$ cat src/rtl/instruction_loader.sv
// Host byte-stream loader for the instruction memory: it assembles big-endian words,
// writes them to the memory, verifies the XOR checksum and holds the CPU until a good load completes.
module instruction_loader #(
    parameter int DEPTH = 32
) (
    input  logic        clk,
    input  logic        reset,
    input  logic        start,
    input  logic [7:0]  in_data,
    input  logic        in_valid,
    output logic        in_ready,
    output logic        WE,
    output logic [31:0] A,
    output logic [31:0] WD,
    output logic        busy,
    output logic        done,
    output logic        error,
    output logic        cpu_hold
);

    localparam int IW = $clog2(DEPTH) + 1;
    localparam logic [8:0] MAX_LEN = 9'(DEPTH);

    typedef enum logic [2:0] {IDLE, LEN, DATA, WRITE, CHECK, DONE, ERR} state_t;

    state_t        state, state_next;
    logic [IW-1:0] idx, len, idx_inc;
    logic [1:0]    bcnt;
    logic [7:0]    acc;
    logic [31:0]   word;
    logic          fire, launch, len_bad;

    always_comb begin
        fire    = in_valid && in_ready;
        launch  = start && (state == IDLE || state == DONE || state == ERR);
        len_bad = (in_data == 8'd0) || ({1'b0, in_data} > MAX_LEN);
        idx_inc = idx + 1'b1;
    end

    always_ff @(posedge clk or posedge reset) begin
        if (reset) state <= IDLE;
        else       state <= state_next;
    end

    always_comb begin
        state_next = state;
        unique case (state)
            IDLE, DONE, ERR: if (launch) state_next = LEN;
            LEN:   if (fire) state_next = len_bad ? ERR : DATA;
            DATA:  if (fire && bcnt == 2'd3) state_next = WRITE;
            WRITE: state_next = (idx_inc == len) ? CHECK : DATA;
            CHECK: if (fire) state_next = (in_data == acc) ? DONE : ERR;
            default: state_next = IDLE;
        endcase
    end

    always_comb begin
        in_ready = (state == LEN) || (state == DATA) || (state == CHECK);
        WE       = (state == WRITE);
        busy     = (state == LEN) || (state == DATA) || (state == WRITE) || (state == CHECK);
        done     = (state == DONE);
        error    = (state == ERR);
        cpu_hold = (state != DONE);
    end

    // A/WD are captured with the 4th byte so they are stable for the whole WRITE cycle
    always_ff @(posedge clk or posedge reset) begin
        if (reset) begin
            idx  <= '0;
            len  <= '0;
            bcnt <= '0;
            acc  <= '0;
            word <= '0;
            A    <= '0;
            WD   <= '0;
        end else begin
            if (launch) begin
                idx  <= '0;
                bcnt <= '0;
                acc  <= '0;
                word <= '0;
            end
            if (state == LEN && fire && !len_bad)
                len <= IW'(in_data);
            if (state == DATA && fire) begin
                word <= {word[23:0], in_data};
                acc  <= acc ^ in_data;
                bcnt <= bcnt + 2'd1;
                if (bcnt == 2'd3) begin
                    WD <= {word[23:0], in_data};
                    A  <= {{(30 - IW){1'b0}}, idx, 2'b00};
                end
            end
            if (state == WRITE)
                idx <= idx_inc;
        end
    end

endmodule

$ cat config.mk
export PLATFORM = sky130hd
export DESIGN_NAME = instruction_loader
export DESIGN_NICKNAME = d
export VERILOG_FILES = /design/src/rtl/instruction_loader.sv
export SDC_FILE = /design/constraint.sdc
export NUM_CORES = 1
export LEC_CHECK = 0
export ABC_AREA = 1
export CORE_UTILIZATION = 51
export CTS_CLUSTER_SIZE = 28
export DETAILED_ROUTE_END_ITERATION = 10
export GPL_ROUTABILITY_DRIVEN = 1
export GPL_TIMING_DRIVEN = 0
export PLACE_DENSITY_LB_ADDON = 0.1
export SYNTH_ARGS = -nofsm -noshare
export SYNTH_HDL_FRONTEND = slang
export SYNTH_SLANG_ARGS = --single-unit
$ cat constraint.sdc
create_clock -name clk -period 3.5 [get_ports clk]
set_clock_uncertainty 0.05 [all_clocks]
set_input_delay 0.7 -clock clk [delete_from_list [all_inputs] [get_ports clk]]
set_output_delay 0.7 -clock clk [all_outputs]
set_load 0.005 [all_outputs]
==> results.sh, run 1 <==
export IMPL_status="finished clean"
export IMPL_finalMaxSlewViolations=0
export IMPL_row_count=31
export IMPL_grt_start_max_net_pins=59
export IMPL_slowest_delay_ns=0.50
export IMPL_pin_count=82
export IMPL_rsz0062_at_grt="no"
export IMPL_grt_use_total_pct=21.8
export IMPL_core_um2=7450
export IMPL_grt_pass1_vias=3014
export IMPL_clk_pin_slew_worst_paths_ns=0.08
export IMPL_max_slew_margin_pct=66.8
export IMPL_syn_area_per_cell_um2=9.11
export IMPL_cts_max_level=3
export IMPL_clockBufferDepth=2
export IMPL_fillCellCount=616
export IMPL_ys_seq_area_share_pct=54.2
export IMPL_diodes=0
export IMPL_cts_resized=0
export IMPL_worstSkewPairLatency_ns=0.36
export IMPL_gp_congestion=0.850
export IMPL_synth_seq_cells=87
export IMPL_tightest_slew_ns=0.495
export IMPL_dieArea_um2=8230
export IMPL_end_kind="primary output"
export IMPL_antenna_left=0
export IMPL_cts_sinks=87
export IMPL_setup_tns_ns=0
export IMPL_start_util_pct=53.9
export IMPL_setup_viol=0
export IMPL_cts_setup_buffers=0
export IMPL_final_area_um2=5020
export IMPL_path_max_fanout=7
export IMPL_hold_start="A[5]"
export IMPL_cp_slowest_cell="clkdlybuf4s50_1"
export IMPL_hold_buffers=0
export IMPL_num_vias=3129
export IMPL_r2r_start="idx[1]"
export IMPL_wl_per_cell_um=13.0
export IMPL_routed_wl_um=8260
export IMPL_fmax_ghz=0.334
export IMPL_crit_path_cell_trace="inv_1 -> nor3_2 -> inv_1 -> nand3_1 -> clkdlybuf4s50_1"
export IMPL_firstDrtPassIters=5
export IMPL_leakage_nw=2.37
export IMPL_critPathKind="reg -> out"
export IMPL_cts_buffers=9
export IMPL_startpoint="state[0]"
export IMPL_dpl_cell_area_um2=4810
export IMPL_yosysWarningCount=0
export IMPL_port_buffers=55
export IMPL_synth_cells=441
export IMPL_grt_first_pass_wirelength_um=14100
export IMPL_viasPerCell=4.91
export IMPL_cts_tree="done"
export IMPL_drv_cap=0
export IMPL_ys_flop_type="dfrtp_1"
export IMPL_fp_dieW_um=90.7
export IMPL_cts_root_buf="clkbuf_8"
export IMPL_gr_total_overflow=0
export IMPL_crit_required_ns=2.75
export IMPL_synth_edf_count=0
export IMPL_critical_path_most_common_cell="inv_1"
export IMPL_synth_cell_type_count=28
export IMPL_layout_drive_gt1_share_pct=14.7
export IMPL_drtIter0Drc=188
export IMPL_async_reset_ff_share_pct=100
export IMPL_start_kind="flop"
export IMPL_nets=547
export IMPL_synth_area_um2=4020
export IMPL_hold_viol_final=0
export IMPL_die_y_um=90.7
export IMPL_fin_crit_ns=2.99
export IMPL_cp_arrival_ns=2.24
export IMPL_syn2layout_area_growth_pct=25.0
export IMPL_ir_worst_vdd_uv=383
export IMPL_period_share_pct=85.5
export IMPL_power_per_cell_area_nw_per_um2=658
export IMPL_drc=0
export IMPL_hold_class="reg -> reg"
export IMPL_dp_hpwl_um=6130
export IMPL_antenna_found_initial=0
registers in the layout, indices dropped and copies added (netlist names):
register  flops
A             6
WD           32
acc           8
bcnt          2
idx           6
len           6
state         3
word         24
logic make-up after synthesis:
logic type	after synthesis	share of synthesized area (%)
AO/OA/AOI/OAI	93	13.6
XOR/XNOR	8	1.74
adder cells (fa/ha/maj)	2	0.623
buffers and inverters	103	13.6
flip-flops	87	54.2
other	1	0.0934
AND/OR/NAND/NOR	147	16.1
where the power goes:
group          internal [W]  switching [W]
combinational      0.000515       0.000678
clock              0.000357       0.000367
sequential          0.00125       0.000138
total               0.00212        0.00118
cells in the mapped netlist (4+ instances only):
| cell | number | area [µm²] |
|---|---|---|
| inv_2 | 4 | 15.0 |
| buf_4 | 27 | 203 |
| o21ai_2 | 10 | 87.6 |
| dfrtp_1 | 87 | 2180 |
| inv_1 | 56 | 210 |
| a21oi_1 | 6 | 30.0 |
| o21ai_1 | 25 | 125 |
| clkbuf_1 | 6 | 22.5 |
| o22ai_1 | 26 | 163 |
| nor2_1 | 12 | 45.0 |
| xnor2_1 | 8 | 70.1 |
| buf_6 | 7 | 78.8 |
| o21ai_0 | 23 | 115 |
| nand3_1 | 26 | 130 |
| nand2_1 | 95 | 357 |
| nor3_2 | 5 | 50.1 |
area by class of cell:
class / instances / area [µm²] / share of cell area, %
Buffer: 43 / 319 / 6.35
Clock buffer: 11 / 141 / 2.82
Clock inverter: 5 / 66.3 / 1.32
Inverter: 60 / 228 / 4.53
Multi-Input combinational cell: 276 / 1390 / 27.7
Sequential cell: 87 / 2180 / 43.3
Tap cell: 99 / 124 / 2.47
Timing Repair Buffer: 56 / 578 / 11.5
worst max-delay path: cells and delay by family (launching register included):
family / cells / cell delay [ns]
AND/OR/NAND/NOR: 2 / 0.60
flip-flops: 1 / 0.40
buffers and inverters: 3 / 0.89
cell usage in the layout (no fill, tap or decap), drive strengths merged, types with 14 or more instances in the layout:
cell type and count:
clkbuf 17, buf 38, dfrtp 87, nand3 26, nand2 98, nor2 14, o21ai 58, inv 61
conb 26, clkdlybuf4s50 55, o22ai 27
metal layers:
metal | share of wire [%] | GRT usage (%)
met2 | 47 | 35.0
met5 | 0 | 0
met4 | 2.5 | 11.2
met1 | 46 | 28.9
met3 | 4.6 | 3.11
per-stage QoR:
step	std cells	total power (W)	util [%]	hold WS (ns)	worst slack (ns)
detailed placement	621	0.00260	64.7	0.420	0.903
global route	637	0.00353	67.4	0.451	0.384
finish	637	0.00331	67.4	0.433	0.508
CTS	637	0.00332	67.4	0.441	0.517
floorplan	466	0.00219	-	0.400	0.500
global placement	620	0.00255	64.2	0.415	-0.777
path summary, 6_finish.rpt:
kind / endpoint / slack, ns / depth (start not counted)
hold reg to reg: A[5] / 0.43 / 2
setup / recovery: busy / 0.51 / 5
max in group asynchronous: word[1] / 2.16 / 3
min in group asynchronous: A[7] / 0.64 / 2
hold / removal: A[5] / 0.43 / 2
setup reg to reg: state[1] / 1.81 / 12
Power figures use the tool's default switching activity.
==> run 2, diff against run 1 <==
--- a/config.mk
+++ b/config.mk
@@ -5,7 +5,6 @@
 export SDC_FILE = /design/constraint.sdc
 export NUM_CORES = 1
 export LEC_CHECK = 0
-export ABC_AREA = 1
 export CORE_UTILIZATION = 51
 export CTS_CLUSTER_SIZE = 28
 export DETAILED_ROUTE_END_ITERATION = 10
==> results.sh, run 2 <==
export IMPL_status="finished clean"
export IMPL_grt_first_pass_wirelength_um=14500
export IMPL_row_count=32
export IMPL_routed_wl_um=8700
export IMPL_worstSkewPairLatency_ns=0.35
export IMPL_ys_flop_type="dfrtp_1"
export IMPL_cts_buffers=9
export IMPL_cts_sinks=87
export IMPL_die_y_um=91.3
export IMPL_synth_cells=358
export IMPL_diodes=0
export IMPL_port_buffers=55
export IMPL_grt_pass1_vias=2934
export IMPL_setup_tns_ns=0
export IMPL_fp_dieW_um=91.3
export IMPL_seq_power_share_pct=44.1
export IMPL_synth_area_um2=4060
export IMPL_power_switching_w=0.00120
export IMPL_top_regs="WD x32, word x24, acc x8"
export IMPL_synth_edf_count=0
export IMPL_viasPerCell=5.18
export IMPL_fin_crit_ns=3.21
export IMPL_start_kind="flop"
export IMPL_clockBufferDepth=2
export IMPL_dieArea_um2=8330
export IMPL_ir_worst_vdd_uv=418
export IMPL_synth_cell_type_count=47
export IMPL_yosysTopAreaCellShare_pct=53.6
export IMPL_synth_seq_cells=87
export IMPL_gr_total_overflow=0
export IMPL_cts_root_buf="clkbuf_8"
export IMPL_pin_count=82
export IMPL_cts_setup_buffers=0
export IMPL_power_per_cell_area_nw_per_um2=669
export IMPL_async_reset_ff_share_pct=100
export IMPL_dpl_cell_area_um2=4860
export IMPL_fillCellCount=610
export IMPL_cts_tree="done"
export IMPL_critPathKind="reg -> out"
export IMPL_firstDrtPassIters=4
export IMPL_ys_top_cells_by_count="dfrtp_1 (87), nand2_1 (33), buf_4 (26), nor2_1 (23), mux2_1 (20)"
export IMPL_max_slew_margin_pct=57.6
export IMPL_path_max_fanout=10
export IMPL_end_kind="primary output"
export IMPL_grt_start_max_net_pins=62
export IMPL_grt_use_total_pct=22.3
export IMPL_cts_max_level=3
export IMPL_yosysWarningCount=0
export IMPL_num_vias=2888
export IMPL_clk_pin_slew_worst_paths_ns=0.09
export IMPL_layout_drive_gt1_share_pct=17.8
export IMPL_top_register="WD"
export IMPL_synthTopCellsByArea="dfrtp_1 (54%), mux2_1 (5.5%), mux2_2 (5.0%)"
export IMPL_finalMaxSlewViolations=0
export IMPL_gp_congestion=0.837
export IMPL_hold_depth=1
export IMPL_cp_arrival_ns=2.46
export IMPL_fmax_ghz=0.312
export IMPL_crit_required_ns=2.75
export IMPL_largest_register_ffs=32
export IMPL_dp_hpwl_um=6070
export IMPL_p_comb_share_pct=36.4
export IMPL_wl_per_cell_um=15.6
export IMPL_core_um2=7730
export IMPL_setup_viol=0
export IMPL_rsz0062_at_grt="no"
export IMPL_reg2regPathDepth=6
export IMPL_fin_util_pct=65.5
export IMPL_syn_area_per_cell_um2=11.3
export IMPL_layout_commonest_cell="dfrtp_1"
export IMPL_antenna_left=0
export IMPL_leakage_nw=2.48
export IMPL_final_area_um2=5060
export IMPL_hold_class="reg -> reg"
export IMPL_antenna_found_initial=0
export IMPL_syn2layout_area_growth_pct=24.5
export IMPL_power_w=0.00338
export IMPL_hold_ws_ns=0.449
export IMPL_nets=464
export IMPL_yosysTopAreaCell="dfrtp_1"
export IMPL_start_util_pct=52.6
export IMPL_hold_viol_final=0
export IMPL_p_int_w=0.00218
export IMPL_ys_seq_area_share_pct=53.6
export IMPL_drtIter0Drc=162
export IMPL_final_cell_mix="dfrtp_1 (87), clkdlybuf4s50_1 (55), nand2_1 (33)"
export IMPL_period_share_pct=91.7
export IMPL_p_clk_share_pct=19.6
export IMPL_yosysMostFrequentCell="dfrtp_1"
export IMPL_p_sw_share_pct=35.6
export IMPL_drv_cap=0
export IMPL_drc=0
export IMPL_tightest_slew_ns=0.636
==> run 2: area by class of cell <==
cell class / instances / area, µm² / share of cell area (%)
multi-input cells: 249 / 1700 / 33.5
flip-flops and latches: 87 / 2180 / 43.0
inverters: 4 / 17.5 / 0.346
clock inverters: 5 / 40.0 / 0.791
repair buffers: 56 / 578 / 11.4
clock buffers: 11 / 151 / 2.99
plain buffers: 43 / 273 / 5.39
well taps: 102 / 128 / 2.52
==> run 2: repair_timing <==
action	in CTS	in global routing
hold buffers	0	0
endpoints found under the setup margin	0	1
gates resized for setup	0	3
hold endpoints to repair	0	0
==> run 2: critical path: stages, from the launching register on <==
cell and delay (ns):
dfrtp_1 0.42, clkbuf_1 0.40, nor2b_2 0.37, nor2_1 0.11, o22ai_1 0.17, or2_2 0.14, clkdlybuf4s50_1 0.49
==> run 2: cell families after synthesis <==
kind of cell	share of synthesized area, %
AO/OA/AOI/OAI	11.7
flip-flops	53.6
multiplexers	13.0
other	0.0923
AND/OR/NAND/NOR	10.7
buffers and inverters	7.05
XOR/XNOR	3.23
adder cells (fa/ha/maj)	0.616
==> run 2: worst paths after layout <==
path / from / to / slack, ns
hold reg to reg: WD[1] / WD[1] / 0.45
min in group asynchronous: reset / word[23] / 0.63
hold / removal: WD[1] / WD[1] / 0.45
setup reg to reg: state[2] / WD[14] / 1.15
setup / recovery: state[1] / busy / 0.29
max in group asynchronous: reset / state[2] / 2.16
==> run 2: metrics by stage <==
stage | instances | setup slack, ns
3_5_place_dp | 541 | 0.355
6_report | 557 | 0.292
4_1_cts | 557 | 0.179
2_1_floorplan | 383 | 0.500
5_1_grt | 557 | 0.0687
3_3_place_gp | 540 | -0.806
==> run 2: power groups by stage <==
stage,Combinational (W),Clock [W],Sequential [W]
floorplan,0.000785,0,0.00145
global placement,0.00119,0,0.00150
detailed placement,0.00122,0,0.00151
CTS,0.00123,0.000683,0.00149
global route,0.00137,0.000715,0.00153
finish,0.00123,0.000662,0.00149
==> run 2: metal layers <==
metal | share of wire (%) | wire length (µm) | global-route usage, %
met1 | 47 | 4050 | 29.5
met2 | 48 | 4210 | 36.1
met3 | 3.8 | 334 | 5.61
met4 | 1.2 | 108 | 7.14
met5 | 0 | 0 | 0
